`config.mk`:
```
export PLATFORM = sky130hd
export DESIGN_NAME = vga_capture_receiver
export DESIGN_NICKNAME = d
export VERILOG_FILES = /design/src/rtl/vga_timing_pkg.sv /design/src/rtl/vga_sync_tracker.sv /design/src/rtl/vga_capture_receiver.sv
export SDC_FILE = /design/constraint.sdc
export NUM_CORES = 1
export LEC_CHECK = 0
export BUFFER_PORTS_ARGS = -buffer_cell sky130_fd_sc_hd__buf_2
export CAP_MARGIN = 20
export CORE_MARGIN = 2
export CORE_UTILIZATION = 60
export DETAILED_ROUTE_END_ITERATION = 8
export PLACE_DENSITY_LB_ADDON = 0.12
export SETUP_SLACK_MARGIN = 0.1
export SLEW_MARGIN = 20
export SYNTH_ARGS = -nofsm -noshare
export SYNTH_HDL_FRONTEND = slang
export SYNTH_HIERARCHICAL = 1
export SYNTH_SLANG_ARGS = --single-unit
```
`constraint.sdc`:
```
create_clock -name Clock -period 9.9 [get_ports Clock]
set_input_delay 1.485 -clock Clock [delete_from_list [all_inputs] [get_ports Clock]]
set_output_delay 1.485 -clock Clock [all_outputs]
set_load 0.01 [all_outputs]
```
`src/rtl/vga_timing_pkg.sv`:
```
`default_nettype none
// +------------------------------------------------------------------+
// | vga_timing_pkg : shared 640x480 timing, capture window, rx FSM    |
// | Rev 1.0                                                           |
// +------------------------------------------------------------------+
package vga_timing_pkg;

   localparam int H_SYNC   = 96;
   localparam int H_BACK   = 48;
   localparam int H_ACTIVE = 640;
   localparam int H_FRONT  = 16;
   localparam int H_TOTAL  = H_SYNC + H_BACK + H_ACTIVE + H_FRONT;

   localparam int V_SYNC   = 2;
   localparam int V_BACK   = 29;
   localparam int V_ACTIVE = 480;
   localparam int V_FRONT  = 10;
   localparam int V_TOTAL  = V_SYNC + V_BACK + V_ACTIVE + V_FRONT;

   localparam int H_ACT_OFS = H_SYNC + H_BACK;
   localparam int V_ACT_OFS = V_SYNC + V_BACK;

   localparam int WIN_X       = 192;
   localparam int WIN_Y       = 112;
   localparam int WIN_SIZE    = 256;
   localparam int LOCK_FRAMES = 2;

   typedef enum logic [1:0] {
      ST_SEARCH = 2'd0,
      ST_ALIGN  = 2'd1,
      ST_LOCKED = 2'd2
   } rx_state_t;

   function automatic logic [9:0] sat_inc10(input logic [9:0] v);
      return (v == 10'h3FF) ? v : v + 10'd1;
   endfunction

endpackage
`default_nettype wire

```
`src/rtl/vga_sync_tracker.sv`:
```
`default_nettype none
// +------------------------------------------------------------------+
// | vga_sync_tracker : pixel strobe, sync edges, column/row, errors   |
// | Rev 1.0                                                           |
// +------------------------------------------------------------------+
module vga_sync_tracker #(
   parameter int H_TOTAL = vga_timing_pkg::H_TOTAL,
   parameter int V_TOTAL = vga_timing_pkg::V_TOTAL
) (
   input  logic       clk,
   input  logic       rst,
   input  logic       i_hsync,
   input  logic       i_vsync,
   output logic       o_strobe,
   output logic [9:0] o_col,
   output logic [9:0] o_row,
   output logic [9:0] o_col_nxt,
   output logic [9:0] o_row_nxt,
   output logic       o_frame_start,
   output logic       o_line_err,
   output logic       o_frame_err
);
   import vga_timing_pkg::*;

   localparam logic [9:0] c_H_LAST = 10'(H_TOTAL - 1);
   localparam logic [9:0] c_V_LAST = 10'(V_TOTAL - 1);

   logic       r_strobe;
   logic       r_hs_prev;
   logic       r_vs_prev;
   logic       r_vpend;
   logic [9:0] r_col;
   logic [9:0] r_row;
   logic       w_hfall;
   logic       w_vfall;
   logic       w_fstart;
   logic [9:0] w_col_nxt;
   logic [9:0] w_row_nxt;

   assign w_hfall   = r_strobe & r_hs_prev & ~i_hsync;
   assign w_vfall   = r_strobe & r_vs_prev & ~i_vsync;
   // A VSync fall arms the frame start; the line that follows it is row 0.
   assign w_fstart  = w_hfall & (r_vpend | w_vfall);
   assign w_col_nxt = w_hfall ? 10'd0 : sat_inc10(r_col);
   assign w_row_nxt = w_fstart ? 10'd0 : (w_hfall ? sat_inc10(r_row) : r_row);

   always_ff @(posedge clk or posedge rst) begin
      if (rst) begin
         r_strobe  <= 1'b0;
         r_hs_prev <= 1'b1;
         r_vs_prev <= 1'b1;
         r_vpend   <= 1'b0;
         r_col     <= 10'd0;
         r_row     <= 10'd0;
      end else begin
         r_strobe <= ~r_strobe;
         if (r_strobe) begin
            r_hs_prev <= i_hsync;
            r_vs_prev <= i_vsync;
            r_col     <= w_col_nxt;
            r_row     <= w_row_nxt;
            if (w_fstart)
               r_vpend <= 1'b0;
            else if (w_vfall)
               r_vpend <= 1'b1;
         end
      end
   end

   assign o_strobe      = r_strobe;
   assign o_col         = r_col;
   assign o_row         = r_row;
   assign o_col_nxt     = w_col_nxt;
   assign o_row_nxt     = w_row_nxt;
   assign o_frame_start = w_fstart;
   assign o_line_err    = w_hfall & (r_col != c_H_LAST);
   assign o_frame_err   = w_fstart & (r_row != c_V_LAST);

endmodule
`default_nettype wire

```
`src/rtl/vga_capture_receiver.sv`:
```
`default_nettype none
// +------------------------------------------------------------------+
// | vga_capture_receiver : lock to VGA timing, write window to RAM    |
// | Rev 1.0                                                           |
// +------------------------------------------------------------------+
module vga_capture_receiver #(
   parameter int H_SYNC      = vga_timing_pkg::H_SYNC,
   parameter int H_BACK      = vga_timing_pkg::H_BACK,
   parameter int H_ACTIVE    = vga_timing_pkg::H_ACTIVE,
   parameter int H_FRONT     = vga_timing_pkg::H_FRONT,
   parameter int V_SYNC      = vga_timing_pkg::V_SYNC,
   parameter int V_BACK      = vga_timing_pkg::V_BACK,
   parameter int V_ACTIVE    = vga_timing_pkg::V_ACTIVE,
   parameter int V_FRONT     = vga_timing_pkg::V_FRONT,
   parameter int WIN_X       = vga_timing_pkg::WIN_X,
   parameter int WIN_Y       = vga_timing_pkg::WIN_Y,
   parameter int WIN_W       = vga_timing_pkg::WIN_SIZE,
   parameter int WIN_H       = vga_timing_pkg::WIN_SIZE,
   parameter int LOCK_FRAMES = vga_timing_pkg::LOCK_FRAMES
) (
   input  logic        Clock,
   input  logic        Reset,
   input  logic        iHSync,
   input  logic        iVSync,
   input  logic        iVGA_Red,
   input  logic        iVGA_Green,
   input  logic        iVGA_Blue,
   output logic [15:0] oWriteAddress,
   output logic [2:0]  oWriteData,
   output logic        oWriteEnable,
   output logic [9:0]  oColumn,
   output logic [9:0]  oRow,
   output logic        oLocked,
   output logic        oSyncError,
   output logic        oFrameDone
);
   import vga_timing_pkg::*;

   localparam logic [9:0] c_COL0    = 10'(H_SYNC + H_BACK + WIN_X);
   localparam logic [9:0] c_COL_END = 10'(H_SYNC + H_BACK + WIN_X + WIN_W);
   localparam logic [9:0] c_ROW0    = 10'(V_SYNC + V_BACK + WIN_Y);
   localparam logic [9:0] c_ROW_END = 10'(V_SYNC + V_BACK + WIN_Y + WIN_H);
   localparam logic [7:0] c_X_LAST  = 8'(WIN_W - 1);
   localparam logic [7:0] c_Y_LAST  = 8'(WIN_H - 1);
   localparam logic [3:0] c_LOCK    = 4'(LOCK_FRAMES);

   rx_state_t   r_state;
   logic [3:0]  r_good;
   logic        r_locked;
   logic        r_sync_err;
   logic        r_we;
   logic        r_fd;
   logic [15:0] r_addr;
   logic [2:0]  r_data;

   logic        w_strobe;
   logic [9:0]  w_col;
   logic [9:0]  w_row;
   logic [9:0]  w_col_nxt;
   logic [9:0]  w_row_nxt;
   logic        w_fstart;
   logic        w_line_err;
   logic        w_frame_err;
   logic        w_err;
   logic        w_hit;
   logic        w_write;
   logic [7:0]  w_xw;
   logic [7:0]  w_yw;

   vga_sync_tracker #(
      .H_TOTAL (H_SYNC + H_BACK + H_ACTIVE + H_FRONT),
      .V_TOTAL (V_SYNC + V_BACK + V_ACTIVE + V_FRONT)
   ) u_tracker (
      .clk           (Clock),
      .rst           (Reset),
      .i_hsync       (iHSync),
      .i_vsync       (iVSync),
      .o_strobe      (w_strobe),
      .o_col         (w_col),
      .o_row         (w_row),
      .o_col_nxt     (w_col_nxt),
      .o_row_nxt     (w_row_nxt),
      .o_frame_start (w_fstart),
      .o_line_err    (w_line_err),
      .o_frame_err   (w_frame_err)
   );

   assign w_err = w_line_err | w_frame_err;
   // Window offsets fit in 8 bits, so the low-byte difference is exact.
   assign w_xw  = w_col_nxt[7:0] - c_COL0[7:0];
   assign w_yw  = w_row_nxt[7:0] - c_ROW0[7:0];
   assign w_hit = (w_col_nxt >= c_COL0) && (w_col_nxt < c_COL_END) &&
                  (w_row_nxt >= c_ROW0) && (w_row_nxt < c_ROW_END);
   assign w_write = w_strobe & w_hit & (r_state == ST_LOCKED) & ~w_err;

   always_ff @(posedge Clock or posedge Reset) begin
      if (Reset) begin
         r_state    <= ST_SEARCH;
         r_good     <= 4'd0;
         r_locked   <= 1'b0;
         r_sync_err <= 1'b0;
      end else begin
         r_sync_err <= 1'b0;
         if (w_strobe) begin
            case (r_state)
               ST_SEARCH: begin
                  if (w_fstart) begin
                     r_state <= ST_ALIGN;
                     r_good  <= 4'd0;
                  end
               end
               ST_ALIGN, ST_LOCKED: begin
                  if (w_err) begin
                     r_state    <= ST_SEARCH;
                     r_locked   <= 1'b0;
                     r_sync_err <= 1'b1;
                  end else if ((r_state == ST_ALIGN) && w_fstart) begin
                     r_good <= r_good + 4'd1;
                     if (r_good + 4'd1 == c_LOCK) begin
                        r_state  <= ST_LOCKED;
                        r_locked <= 1'b1;
                     end
                  end
               end
               default: begin
                  r_state  <= ST_SEARCH;
                  r_locked <= 1'b0;
               end
            endcase
         end
      end
   end

   always_ff @(posedge Clock or posedge Reset) begin
      if (Reset) begin
         r_we   <= 1'b0;
         r_fd   <= 1'b0;
         r_addr <= 16'd0;
         r_data <= 3'd0;
      end else begin
         r_we <= w_write;
         r_fd <= w_write & (w_xw == c_X_LAST) & (w_yw == c_Y_LAST);
         if (w_write) begin
            r_addr <= {w_yw, w_xw};
            r_data <= {iVGA_Red, iVGA_Green, iVGA_Blue};
         end
      end
   end

   assign oWriteAddress = r_addr;
   assign oWriteData    = r_data;
   assign oWriteEnable  = r_we;
   assign oColumn       = w_col;
   assign oRow          = w_row;
   assign oLocked       = r_locked;
   assign oSyncError    = r_sync_err;
   assign oFrameDone    = r_fd;

endmodule
`default_nettype wire
```
==> flow_summary.yaml <==
sta:
  fin_crit_ps: 5090
  fmax_mhz: 196
  slew_violations: 0
  finalSetupViolCount: 0
  hold_violations: 0
  period_share_pct: 51.5
  clock_skew_ps: 8.31
  slew_headroom_pct: 32.4
  rsz0062_at_grt: "false"
  fin_setup_tns_ps: 0
  tightest_slew_ps: 1010
logic_synthesis:
  yosysSeqAreaShare_pct: 39.7
  synthXorXnorAreaFrac_pct: 3.93
  yosys_warnings: 6
  ys_ff_latch: 53
  syn_inst: 333
  synth_top_family_by_area: "simple AND/OR/NAND/NOR gates"
  synth-simple-area-share_pct: 20.1
  avgSynthCellArea_um2: 10.1
  synth_flop_cell: "dfrtp_1"
  synth_fa_ha_area_share_pct: 4.49
  synth_mux_area_share_pct: 9.53
  synth_edf_count: 0
  syn_area_mm2: 0.00335
  synth_compound_area_share_pct: 17.0
  ys_types: 59
  ys_async_sr_fraction_pct: 100
  synth_nets: 352
floorplanning:
  std_cell_rows: 27
  design.core.area_mm2: 0.00544
  die_w_um: 78.7
  dieHeight_um: 78.7
  die_area_mm2: 0.00619
  initial_core_util_pct: 61.5
  io_pins: 50
power_and_ir_drop:
  powerDensity_mw_per_mm2: 154
  p_leak_nw: 1.82
  ir_drop_uv: 115
worst_setup_path:
  endpoint_kind: "flip-flop"
  worstPathRequired_ps: 10090
  critPathLaunchType: "primary input"
  cp_slowest_stage_delay_ps: 900
  crit_arrival_ps: 5280
  path_cells: "buf_2, nand3b_1, nor2_1, nor2_1, ha_1, nand3_2, nor3b_1, mux2_4, o311ai_4, buf_4, mux2_2"
  crit_fanout: 21
  crit_slowest_cell: "nor2_1"
  crit_family: "simple AND/OR/NAND/NOR gates"
  path_buf_inv: 2
  critPathMostFrequentCell: "nor2_1"
  worstSetupPathType: "primary input to flip-flop"
placed_design:
  routabilityCongestion: 0.874
  placedCellCount: 443
  port_buffers: 49
  place_area_mm2: 0.00360
  dp_hpwl_um: 5250
routing:
  dr.first_iter.drc_count: 148
  dr.pass1.iters: 4
  wl_um: 7100
  via_count: 2720
  drtAntennaViolNets: 0
  drc_errors: 0
  routed_via_density: 6.03
  avgRoutedWirePerCell_um: 15.7
global_routing:
  grt_use_total_pct: 23.7
  grt_overflow: 0
  first_global_vias: 2410
  grt_max_degree: 30
  antenna_found_initial: 0
  grt_pass1_wl_um: 11800
clock_network:
  cts.reportedPaths.clkPinSlew_ps: 90
  clock_latency_ps: 300
  cts_tree: "yes"
  clock_sinks: 53
  post_cts_buffers: 0
  cts_hold_buffers: 0
  cts_buffers: 5
  ctsResizeCount: 0
  cts-root-buf: "clkbuf_8"
  htreeDepth: 2
  clock_path_buffers: 2
run:
  maxCapViolCount: 0
cells_and_area:
  area_growth_pct: 11.2
  nFillCells: 443
  final_layout_size_suffix_gt1_share_pct: 25.6
  antenna-diode-count: 0
  final_cell_mix: "dfrtp_1, buf_2, nor2_1, nand2_1, inv_1"
  layout_commonest_cell: "dfrtp_1"
  final_net_count: 398
  layoutNonFillerInstCount: 451
  fin_area_mm2: 0.00372
status:
  status: "completed"
min_path:
  hp-class: "flip-flop to flip-flop"
## Yosys cell counts (2+ instances only)
| library cell | n | share of area, % |
|---|---|---|
| a2bb2oi_1 | 2 | 0.52 |
| nor4_1 | 5 | 0.93 |
| a31oi_1 | 9 | 1.7 |
| and3_1 | 2 | 0.37 |
| a32o_1 | 2 | 0.60 |
| nand3_1 | 11 | 1.6 |
| dfstp_2 | 2 | 1.6 |
| mux2_4 | 17 | 7.6 |
| nor3b_1 | 2 | 0.45 |
| inv_1 | 21 | 2.4 |
| and4_2 | 2 | 0.60 |
| a21oi_1 | 18 | 2.7 |
| nand4_1 | 7 | 1.3 |
| a22o_1 | 3 | 0.79 |
| clkbuf_1 | 4 | 0.45 |
| buf_6 | 4 | 1.3 |
| and2_1 | 2 | 0.37 |
| nor4b_1 | 2 | 0.52 |
| xor2_1 | 7 | 1.8 |
| mux2i_1 | 3 | 0.90 |
| nor3_1 | 10 | 1.5 |
| nand2_1 | 21 | 2.4 |
| ha_1 | 12 | 4.5 |
| and4_1 | 3 | 0.79 |
| o211ai_1 | 2 | 0.45 |
| o21ai_0 | 18 | 2.7 |
| o311ai_4 | 2 | 1.6 |
| mux2_2 | 3 | 1.0 |
| o22a_1 | 4 | 1.0 |
| or3_1 | 4 | 0.75 |
| nand3_2 | 4 | 1.2 |
| nand3b_1 | 3 | 0.67 |
| o21ai_1 | 2 | 0.30 |
| xnor2_1 | 8 | 2.1 |
| and3b_1 | 2 | 0.52 |
| dfrtp_1 | 51 | 38 |
| nor2_1 | 23 | 2.6 |
| nand2b_1 | 4 | 0.75 |
| o31a_1 | 2 | 0.52 |
| o31ai_1 | 2 | 0.45 |
| nor2b_1 | 7 | 1.3 |
| o41ai_1 | 2 | 0.52 |
| buf_2 | 3 | 0.45 |
## per-layer routing
layer | global-route usage (%) | routed length, um | vias to the layer above
li1 | - | - | 1305
met1 | 34.4 | 3400 | 1336
met2 | 37.6 | 3340 | 71
met3 | 3.56 | 294 | 8
met4 | 5.09 | 60 | 0
met5 | 0 | 0 | -
## logic make-up (layout without fill, tap and decap cells)
| logic type | after synthesis | after routing |
|---|---|---|
| buffers and inverters | 34 | 80 |
| XOR/XNOR | 15 | 15 |
| adder cells (fa/ha/maj) | 12 | 12 |
| AND/OR/NAND/NOR | 119 | 119 |
| AO/OA/AOI/OAI | 77 | 77 |
| multiplexers | 23 | 23 |
| flip-flops | 53 | 53 |
## final timing paths
check                                   start             endpoint  slack (ps)  cells after the start
hold / removal               oWriteAddress[2]     oWriteAddress[2]         510                      1
setup / recovery                       iHSync     oWriteAddress[2]        4810                     11
hold reg to reg              oWriteAddress[2]     oWriteAddress[2]         510                      1
max in group asynchronous               Reset  u_tracker/r_hs_prev        8110                      3
setup reg to reg           u_tracker/o_strobe     oWriteAddress[2]        5540                     11
min in group asynchronous               Reset   u_tracker/o_row[8]        1230                      2
## per-stage QoR
stage                     hold slack (ps)  power (mW)  setup WS, ps  utilization (%)
final                                 507       0.574          4810             68.4
after global routing                  527       0.613          4500             68.4
after detailed placement              488       0.436          4520             66.3
after global placement                469       0.432          4740             66.3
after floorplan                       477       0.389          5530                -
after CTS                             509       0.580          4840             68.2
## state kept, by name (all words and copies together), names as in the netlist
name / count
u_tracker/o_row: 10
u_tracker/r_vpend: 1
u_tracker/r_vs_prev: 1
oWriteEnable: 1
r_state: 2
oFrameDone: 1
oWriteData: 3
u_tracker/o_col: 10
oWriteAddress: 16
u_tracker/o_strobe: 1
u_tracker/r_hs_prev: 1
oLocked: 1
oSyncError: 1
r_good: 4
## area by class of cell
cell class / instances / area [um2] / area share [%]
clock buffers: 5 / 68.8 / 1.85
clock inverters: 2 / 35.0 / 0.941
inverters: 21 / 78.8 / 2.12
multi-input cells: 246 / 1850 / 49.6
flip-flops and latches: 53 / 1330 / 35.7
well taps: 72 / 90.1 / 2.42
repair buffers: 52 / 275 / 7.39
## power by group
| part | total (mW) | switching [mW] | internal, mW |
|---|---|---|---|
| logic | 0.169 | 0.0969 | 0.0716 |
| clock network | 0.140 | 0.0668 | 0.0736 |
| registers | 0.265 | 0.0283 | 0.237 |
| total | 0.574 | 0.192 | 0.382 |
No activity file was read; power rests on OpenSTA's default activity.
